**src/rtl/alu_responder_if.sv**
```systemverilog
// ---------------------------------------------------------------------------
// alu_responder_if
// Request/response bundle for the ALU responder.
//   Request side : req_valid, req_ready, req_a, req_b, req_op, req_tag
//   Response side: resp_valid, resp_ready, resp_result, resp_carryout,
//                  resp_overflow, resp_zero, resp_tag, resp_count
// Modports:
//   master - the requester/consumer (drives req_* and resp_ready)
//   slave  - the responder (drives req_ready and resp_*)
// ---------------------------------------------------------------------------
interface alu_responder_if #(
    parameter int DATA_W = 32,
    parameter int TAG_W  = 4
);
    logic              req_valid;
    logic              req_ready;
    logic [DATA_W-1:0] req_a;
    logic [DATA_W-1:0] req_b;
    logic [2:0]        req_op;
    logic [TAG_W-1:0]  req_tag;

    logic              resp_valid;
    logic              resp_ready;
    logic [DATA_W-1:0] resp_result;
    logic              resp_carryout;
    logic              resp_overflow;
    logic              resp_zero;
    logic [TAG_W-1:0]  resp_tag;
    logic [1:0]        resp_count;

    modport master (
        output req_valid, req_a, req_b, req_op, req_tag, resp_ready,
        input  req_ready, resp_valid, resp_result, resp_carryout,
               resp_overflow, resp_zero, resp_tag, resp_count
    );

    modport slave (
        input  req_valid, req_a, req_b, req_op, req_tag, resp_ready,
        output req_ready, resp_valid, resp_result, resp_carryout,
               resp_overflow, resp_zero, resp_tag, resp_count
    );
endinterface

```
**src/rtl/alu_responder.sv**
```systemverilog
// ---------------------------------------------------------------------------
// alu_responder
// Accepts ALU requests (ADD, SUB, XOR, SLT, AND, NAND, NOR, OR), computes the
// result and flags in the accept cycle and buffers them with the requester
// tag in a 2-entry in-order response FIFO.
// Ports:
//   clk   - rising-edge clock
//   rst_n - synchronous active-low reset
//   bus   - alu_responder_if.slave request/response bundle
// req_ready and all resp_* outputs are derived from registered state only.
// ---------------------------------------------------------------------------
module alu_responder #(
    parameter int DATA_W = 32,
    parameter int TAG_W  = 4
) (
    input  logic           clk,
    input  logic           rst_n,
    alu_responder_if.slave bus
);
    localparam int MSB = DATA_W - 1;

    typedef struct packed {
        logic [DATA_W-1:0] result;
        logic              carry;
        logic              ovf;
        logic              zero;
    } alu_out_t;

    function automatic alu_out_t alu_eval(
        input logic [2:0]               op,
        input logic signed [DATA_W-1:0] a,
        input logic signed [DATA_W-1:0] b
    );
        logic [DATA_W:0] sum;
        logic [DATA_W:0] diff;
        logic            ovf_add;
        logic            ovf_sub;
        alu_out_t        o;
        sum     = {1'b0, a} + {1'b0, b};
        // Subtraction as A + ~B + 1 so bit DATA_W is the "no borrow" carry.
        diff    = {1'b0, a} + {1'b0, ~b} + {{DATA_W{1'b0}}, 1'b1};
        ovf_add = (a[MSB] == b[MSB]) && (sum[MSB] != a[MSB]);
        ovf_sub = (a[MSB] != b[MSB]) && (diff[MSB] != a[MSB]);
        o.result = '0;
        o.carry  = 1'b0;
        o.ovf    = 1'b0;
        case (op)
            3'd0: begin
                o.result = sum[MSB:0];
                o.carry  = sum[DATA_W];
                o.ovf    = ovf_add;
            end
            3'd1: begin
                o.result = diff[MSB:0];
                o.carry  = diff[DATA_W];
                o.ovf    = ovf_sub;
            end
            3'd2: o.result = a ^ b;
            // Signed less-than: sign of A-B corrected by its overflow.
            3'd3: o.result = {{(DATA_W-1){1'b0}}, diff[MSB] ^ ovf_sub};
            3'd4: o.result = a & b;
            3'd5: o.result = ~(a & b);
            3'd6: o.result = ~(a | b);
            default: o.result = a | b;
        endcase
        o.zero = (o.result == '0);
        return o;
    endfunction

    // Stage 0: request accept and ALU evaluation
    logic     accept;
    logic     xfer;
    alu_out_t alu_p0;

    assign accept = bus.req_valid && bus.req_ready;
    assign xfer   = bus.resp_valid && bus.resp_ready;

    always_comb begin
        alu_p0 = alu_eval(bus.req_op, bus.req_a, bus.req_b);
    end

    // Stage 1: response FIFO storage and pointers
    alu_out_t         entry_p1 [2];
    logic [TAG_W-1:0] tag_p1   [2];
    logic             wr_ptr;
    logic             rd_ptr;
    logic [1:0]       count;

    // Storage is not reset; the outputs are masked while the FIFO is empty.
    always_ff @(posedge clk) begin
        if (rst_n && accept) begin
            entry_p1[wr_ptr] <= alu_p0;
            tag_p1[wr_ptr]   <= bus.req_tag;
        end
    end

    always_ff @(posedge clk) begin
        if (!rst_n) begin
            count  <= 2'd0;
            wr_ptr <= 1'b0;
            rd_ptr <= 1'b0;
        end else begin
            if (accept) wr_ptr <= ~wr_ptr;
            if (xfer)   rd_ptr <= ~rd_ptr;
            case ({accept, xfer})
                2'b10:   count <= count + 2'd1;
                2'b01:   count <= count - 2'd1;
                default: count <= count;
            endcase
        end
    end

    // Stage 2: head-of-FIFO outputs
    alu_out_t head;
    logic     has_data;

    assign head     = entry_p1[rd_ptr];
    assign has_data = (count != 2'd0);

    assign bus.req_ready     = (count < 2'd2);
    assign bus.resp_valid    = has_data;
    assign bus.resp_count    = count;
    assign bus.resp_result   = has_data ? head.result : '0;
    assign bus.resp_carryout = has_data && head.carry;
    assign bus.resp_overflow = has_data && head.ovf;
    assign bus.resp_zero     = has_data && head.zero;
    assign bus.resp_tag      = has_data ? tag_p1[rd_ptr] : '0;
endmodule

```
**src/flat_wrapper.sv**
```systemverilog
// flat-port wrapper written by rule: the top's interface ports become plain ports
module alu_responder_flat 
#(
    parameter int DATA_W = 32,
    parameter int TAG_W  = 4
)
  (clk, rst_n, bus_req_valid, bus_req_a, bus_req_b, bus_req_op, bus_req_tag, bus_resp_ready, bus_req_ready, bus_resp_valid, bus_resp_result, bus_resp_carryout, bus_resp_overflow, bus_resp_zero, bus_resp_tag, bus_resp_count);
  alu_responder_if #(.DATA_W(DATA_W), .TAG_W(TAG_W)) bus_i ();
  input  logic clk;
  input  logic rst_n;
  input wire logic [$bits(bus_i.req_valid)-1:0] bus_req_valid;
  input wire logic [$bits(bus_i.req_a)-1:0] bus_req_a;
  input wire logic [$bits(bus_i.req_b)-1:0] bus_req_b;
  input wire logic [$bits(bus_i.req_op)-1:0] bus_req_op;
  input wire logic [$bits(bus_i.req_tag)-1:0] bus_req_tag;
  input wire logic [$bits(bus_i.resp_ready)-1:0] bus_resp_ready;
  output wire logic [$bits(bus_i.req_ready)-1:0] bus_req_ready;
  output wire logic [$bits(bus_i.resp_valid)-1:0] bus_resp_valid;
  output wire logic [$bits(bus_i.resp_result)-1:0] bus_resp_result;
  output wire logic [$bits(bus_i.resp_carryout)-1:0] bus_resp_carryout;
  output wire logic [$bits(bus_i.resp_overflow)-1:0] bus_resp_overflow;
  output wire logic [$bits(bus_i.resp_zero)-1:0] bus_resp_zero;
  output wire logic [$bits(bus_i.resp_tag)-1:0] bus_resp_tag;
  output wire logic [$bits(bus_i.resp_count)-1:0] bus_resp_count;
  assign bus_i.req_valid = bus_req_valid;
  assign bus_i.req_a = bus_req_a;
  assign bus_i.req_b = bus_req_b;
  assign bus_i.req_op = bus_req_op;
  assign bus_i.req_tag = bus_req_tag;
  assign bus_i.resp_ready = bus_resp_ready;
  assign bus_req_ready = bus_i.req_ready;
  assign bus_resp_valid = bus_i.resp_valid;
  assign bus_resp_result = bus_i.resp_result;
  assign bus_resp_carryout = bus_i.resp_carryout;
  assign bus_resp_overflow = bus_i.resp_overflow;
  assign bus_resp_zero = bus_i.resp_zero;
  assign bus_resp_tag = bus_i.resp_tag;
  assign bus_resp_count = bus_i.resp_count;
  alu_responder #(.DATA_W(DATA_W), .TAG_W(TAG_W)) u_core (.clk(clk), .rst_n(rst_n), .bus(bus_i));
endmodule
```
**config.mk**
```make
export PLATFORM = sky130hd
export DESIGN_NAME = alu_responder_flat
export DESIGN_NICKNAME = d
export VERILOG_FILES = /design/src/rtl/alu_responder_if.sv /design/src/rtl/alu_responder.sv /design/src/flat_wrapper.sv
export SDC_FILE = /design/constraint.sdc
export NUM_CORES = 1
export LEC_CHECK = 0
export CAP_MARGIN = 20
export CORE_MARGIN = 4
export CORE_UTILIZATION = 50
export DETAILED_ROUTE_END_ITERATION = 12
export PLACE_DENSITY_LB_ADDON = 0.05
export SYNTH_ARGS = -nofsm -noshare
export SYNTH_HDL_FRONTEND = slang
export SYNTH_SLANG_ARGS = --single-unit
```
**constraint.sdc**
```tcl
create_clock -name clk -period 5.4 [get_ports clk]
set_input_delay 1.08 -clock clk [delete_from_list [all_inputs] [get_ports clk]]
set_output_delay 1.08 -clock clk [all_outputs]
set_load 0.03 [all_outputs]
```
Yosys cells after proc, flatten, opt, wreduce, memory -nomap -nowiden
Memories as Yosys holds them, arrays and structs flattened. A register that Yosys moved wholly into a read port is not among the register bits.
Index checks and enable logic that the tools add are counted.
{"block": "classes", "add_sub_neg": 5, "order_cmp": 1, "n_eq_ne": 12, "mux": 11, "bitwise_logic": 9, "n_reduce_logical": 12}
{"op": "case mux 32 bit (7 select lines)", "n": 1}
{"op": "NOT 32 bit", "n": 3}
{"op": "adder 32 x 32 -> 33 bit", "n": 2}
{"op": "adder 33 x 1 -> 33 bit, second input constant", "n": 1}
{"op": "bitwise AND 32 bit", "n": 1}
{"op": "logical NOT 32 bit", "n": 1}
{"op": "2-to-1 mux 32 bit", "n": 1}
{"op": "OR 32 bit", "n": 1}
{"op": "bitwise XOR 32 bit", "n": 1}
{"op": "equality test 3 bit, second input constant", "n": 3}
{"op": "logical AND 1 bit", "n": 8}
{"op": "case mux 2 bit (2 select lines)", "n": 2}
{"op": "equality test 3 x 2 -> 1 bit, second input constant", "n": 2}
{"op": "2-to-1 mux 1 bit", "n": 6}
{"op": "2-to-1 mux 4 bit", "n": 1}
{"op": "nonzero test 2 bit", "n": 2}
{"op": "equality test 3 x 1 -> 1 bit, second input constant", "n": 1}
{"op": "logical NOT 3 bit", "n": 1}
{"op": "inequality test 1 bit", "n": 3}
{"op": "adder 2 x 1 -> 2 bit, second input constant", "n": 1}
{"op": "equality test 2 x 1 -> 1 bit, second input constant", "n": 1}
{"op": "equality test 2 bit, second input constant", "n": 1}
{"op": "less-than comparator 2 bit, second input constant", "n": 1}
{"op": "NOT 1 bit", "n": 2}
{"op": "3 further kinds", "n": 3}
{"block": "word_totals", "reg_bits": 4, "ramBits": 78, "in_bits": 75, "out_inout_bits": 43, "wordCells": 55, "n_memories": 2}
{"name": "u_core.entry_p1", "depth": 2, "word_bits": 35, "rd": 1, "rd_clocked_by_memory_dff": 1, "wr": 1, "line_no": "alu_responder.sv:83", "text": "alu_out_t entry_p1 [2];"}
{"name": "u_core.tag_p1", "depth": 2, "word_bits": 4, "rd": 1, "rd_clocked_by_memory_dff": 1, "wr": 1, "line_no": "alu_responder.sv:84", "text": "logic [TAG_W-1:0] tag_p1 [2];"}

Depth between registers and ports, before layout
{"block": "depth", "word_depth": 8, "mapped_depth": 22, "ltp_nobuf": 21}

Worst setup path before layout
OpenSTA, ideal clock, no wires.
{"block": "synth_timing", "path_kind": "input port to flip-flop", "start": "in bus_req_b[10]", "end": "mem u_core.entry_p1[0][0] (netlist name) (data pin)", "setup_time_ns": 0.262, "arrival_ns": 4.392, "required_ns": 5.138, "slack_ns": 0.746, "stages": 22, "path_cell_list": "inv_1 ha_1 clkbuf_1 inv_1 a21oi_1 a21boi_0 o31a_1 or3_1 o31ai_1 a21oi_1 nor2_1 o21bai_1 fa_1 nor2_1 a21oi_1 o21ai_0 or3_1 nor4_1 nand4_1 nor4_2 nand4_1 nor2_1"}
{"element": "from (decl)", "line_no": "flat_wrapper.sv:13", "text": "input wire logic [$bits(bus_i.req_b)-1:0] bus_req_b;"}
{"element": "to (decl)", "line_no": "alu_responder.sv:83"}

==> impl_metrics.py <==
metrics = {
    "worst_setup_path": {
        "cp-start-kind": "input pin",
        "setup.worst_path.end_class": "register",
        "rr_worst_depth": 7,
        "cp_max_fo": 10,
        "critical_path_class": "input pin to register",
        "cp_data_arrival_time_ns": 5.16,
        "cp.required_ns": 5.47,
    },
    "sta": {
        "setup_tns_ns": 0,
        "fmax_ghz": 0.196,
        "hold_viol": 0,
        "setup_ws_ns": 0.303,
        "post-route-period-util_pct": 94.4,
        "rsz0062_at_grt": "no",
        "period_needed_ns": 5.10,
        "drv_slew": 0,
        "worst_pin_slew_ns": 0.905,
        "holdWs_ns": 0.549,
        "final.setup_skew_ns": 0.00348,
        "slew_headroom_pct": 39.7,
        "setup_viol": 0,
    },
    "synth": {
        "synth-edff-count": 78,
        "yosysMostFrequentCell": "nor2_1",
        "syn_area_per_cell_um2": 8.14,
        "seq_area_frac_synth_pct": 25.5,
        "synthDistinctLibCells": 75,
        "synth_ff_type": "edfxtp_1",
        "synthTopCellsByCount": "nor2_1, ha_1, inv_1",
        "yosys_warnings": 0,
        "synthCells": 1174,
        "yosysTopAreaCell": "edfxtp_1",
        "ys_async_sr_fraction_pct": 0,
        "syn-cell-area_um2": 9560,
        "yosysTopAreaCellShare_pct": 24.5,
        "synth_area_leaders": "edfxtp_1, ha_1, mux2i_1, nor2_1, inv_1",
        "synth_seq_cells": 83,
        "synth_fp_nets": 1357,
    },
    "route": {
        "vias": 9408,
        "vias_per_cell": 6.10,
        "wire_per_inst_um": 19.8,
        "ant_nets": 0,
        "drtIter0Drc": 714,
        "drtPass1Iterations": 5,
        "drc": 0,
        "drt_wl_total_mm": 30.5,
    },
    "clocking": {
        "ctsResizeCount": 0,
        "clk_path_buf_depth": 2,
        "clock-sinks": 83,
        "cts_setup_buffers": 0,
        "cts_buffers": 9,
        "h-tree-depth": 3,
        "postCtsHoldBufs": 0,
        "cts_root_buffer": "clkbuf_16",
        "clk_pin_slew_ns": 0.06,
        "cts_tree": "yes",
        "worstSkewPairLatency_ns": 0.32,
    },
    "pwr": {
        "ir_worst_vdd_v": 0.000177,
        "power_mw": 3.37,
        "powerDensity_nw_per_um2": 289,
        "leakagePower_nw": 4.84,
    },
    "grt": {
        "grt_max_degree": 73,
        "grt_overflow_total": 0,
        "grt_pass1_vias": 8812,
        "antenna_found_initial": 0,
        "grt_pass1_wl_mm": 47.8,
        "track_usage_pct": 27.4,
    },
    "floorplan": {
        "core-area_um2": 18800,
        "io_pins": 118,
        "die_width_um": 146,
        "die_height_um": 146,
        "rows": 50,
        "die_area_um2": 21400,
        "initial_utilization_pct": 50.9,
    },
    "finish": {
        "nNetsFinal": 1487,
        "drive_above_1_share_pct": 9.85,
        "area_delta_synth_final_pct": 22.1,
        "diodes": 0,
    },
    "place": {
        "dp_hpwl_mm": 23.7,
        "dp_slack_ns": -0.0588,
        "place.gp.congestion": 0.993,
        "io_buffers": 117,
    },
    "min_path": {
        "hp-class": "register to register",
        "whs_path_depth": 2,
    },
    "flow_run": {
        "max_cap_violations": 0,
    },
    "run_status": {
        "status": "complete, no violations",
    },
}
## where the power goes
| group | total, mW | switching [mW] | internal, mW |
|---|---|---|---|
| sequential | 0.869 | 0.0578 | 0.811 |
| clock | 0.678 | 0.228 | 0.450 |
| combinational | 1.82 | 1.09 | 0.735 |
## placed cells by master, fill, tap and decap left out, drive strengths merged, types with 6 or more instances in the layout
master         count
inv              101
a211oi            11
edfxtp            78
o21bai             8
a21o               9
o211ai            20
mux2i             61
o21ai             70
clkbuf             9
nand2b            12
a31oi              8
nand2             67
xor2              21
or2                6
nand4             10
o22ai              6
nor3              30
nor2b             19
buf               81
a21boi             6
a32oi              7
a21oi             75
or3               12
nor4              20
o31ai             22
xnor2             21
ha               105
o311ai             7
and2              11
clkdlybuf4s50    114
and3               8
o221ai            11
nor2             143
a22oi             12
nand3             18
## metrics by stage
| stage | utilization [%] | instance area (um^2) | std cells |
|---|---|---|---|
| after floorplan | - | 9560 | 1174 |
| after global placement | 60.2 | 11300 | 1526 |
| after detailed placement | 60.2 | 11300 | 1526 |
| after CTS | 62.0 | 11600 | 1542 |
| after global routing | 62.2 | 11700 | 1543 |
| final | 62.2 | 11700 | 1543 |
## state kept, by name, summed over array words and instances, names as in the netlist, named ones only
name                   flops
u_core.bus.resp_count      2
u_core.tag_p1              8
u_core.wr_ptr              1
u_core.entry_p1           70
u_core.rd_ptr              1
## path summary, 6_finish.rpt
kind                                 start  slack (ns)                       end
setup reg to reg  u_core.bus.resp_count[1]        3.34  u_core.bus.resp_count[1]
hold / removal    u_core.bus.resp_count[1]        0.55  u_core.bus.resp_count[1]
hold reg to reg   u_core.bus.resp_count[1]        0.55  u_core.bus.resp_count[1]
setup / recovery              bus_req_a[6]        0.30     u_core.entry_p1[0][0]
## layer usage
layer	wire, um	up-vias	GRT usage, %
li1	-	4526	-
met1	13400	4362	38.4
met2	13700	450	43.8
met3	2520	70	4.07
met4	876	0	8.80
met5	0	-	0
## worst max-delay path, cell delays in order
cell and delay (ns):
clkdlybuf4s50_1 0.50, inv_1 0.05, ha_1 0.29, buf_4 0.17, nor2b_1 0.07, o21a_1 0.20, o31a_1 0.34, o31a_1 0.28
or3_1 0.40, o31ai_1 0.22, a21oi_1 0.10, nor2_1 0.10, o21bai_1 0.08, fa_1 0.38, nor2_1 0.11, a21oi_1 0.05
o21ai_0 0.20, or3_1 0.16, nor4_2 0.04, nand4_1 0.13, nor4_2 0.05, nand4_1 0.11, nor2_2 0.05
## cells by family after synthesis
kind of cell	synth area share [%]
simple gates	18.8
xor+xnor	3.93
flops	25.5
fa+ha+maj	14.4
compound gates	23.6
mux	6.50
buf+inv	7.22
## final cells by class
cell class / instances / area (um^2)
Timing Repair Buffer: 195 / 1770
Fill cell: 1690 / 7100
Inverter: 101 / 379
Clock inverter: 7 / 116
Multi-Input combinational cell: 914 / 6450
Sequential cell: 83 / 2440
Tap cell: 234 / 293
Clock buffer: 9 / 225
Note: power is estimated with default switching activity, not from simulation.
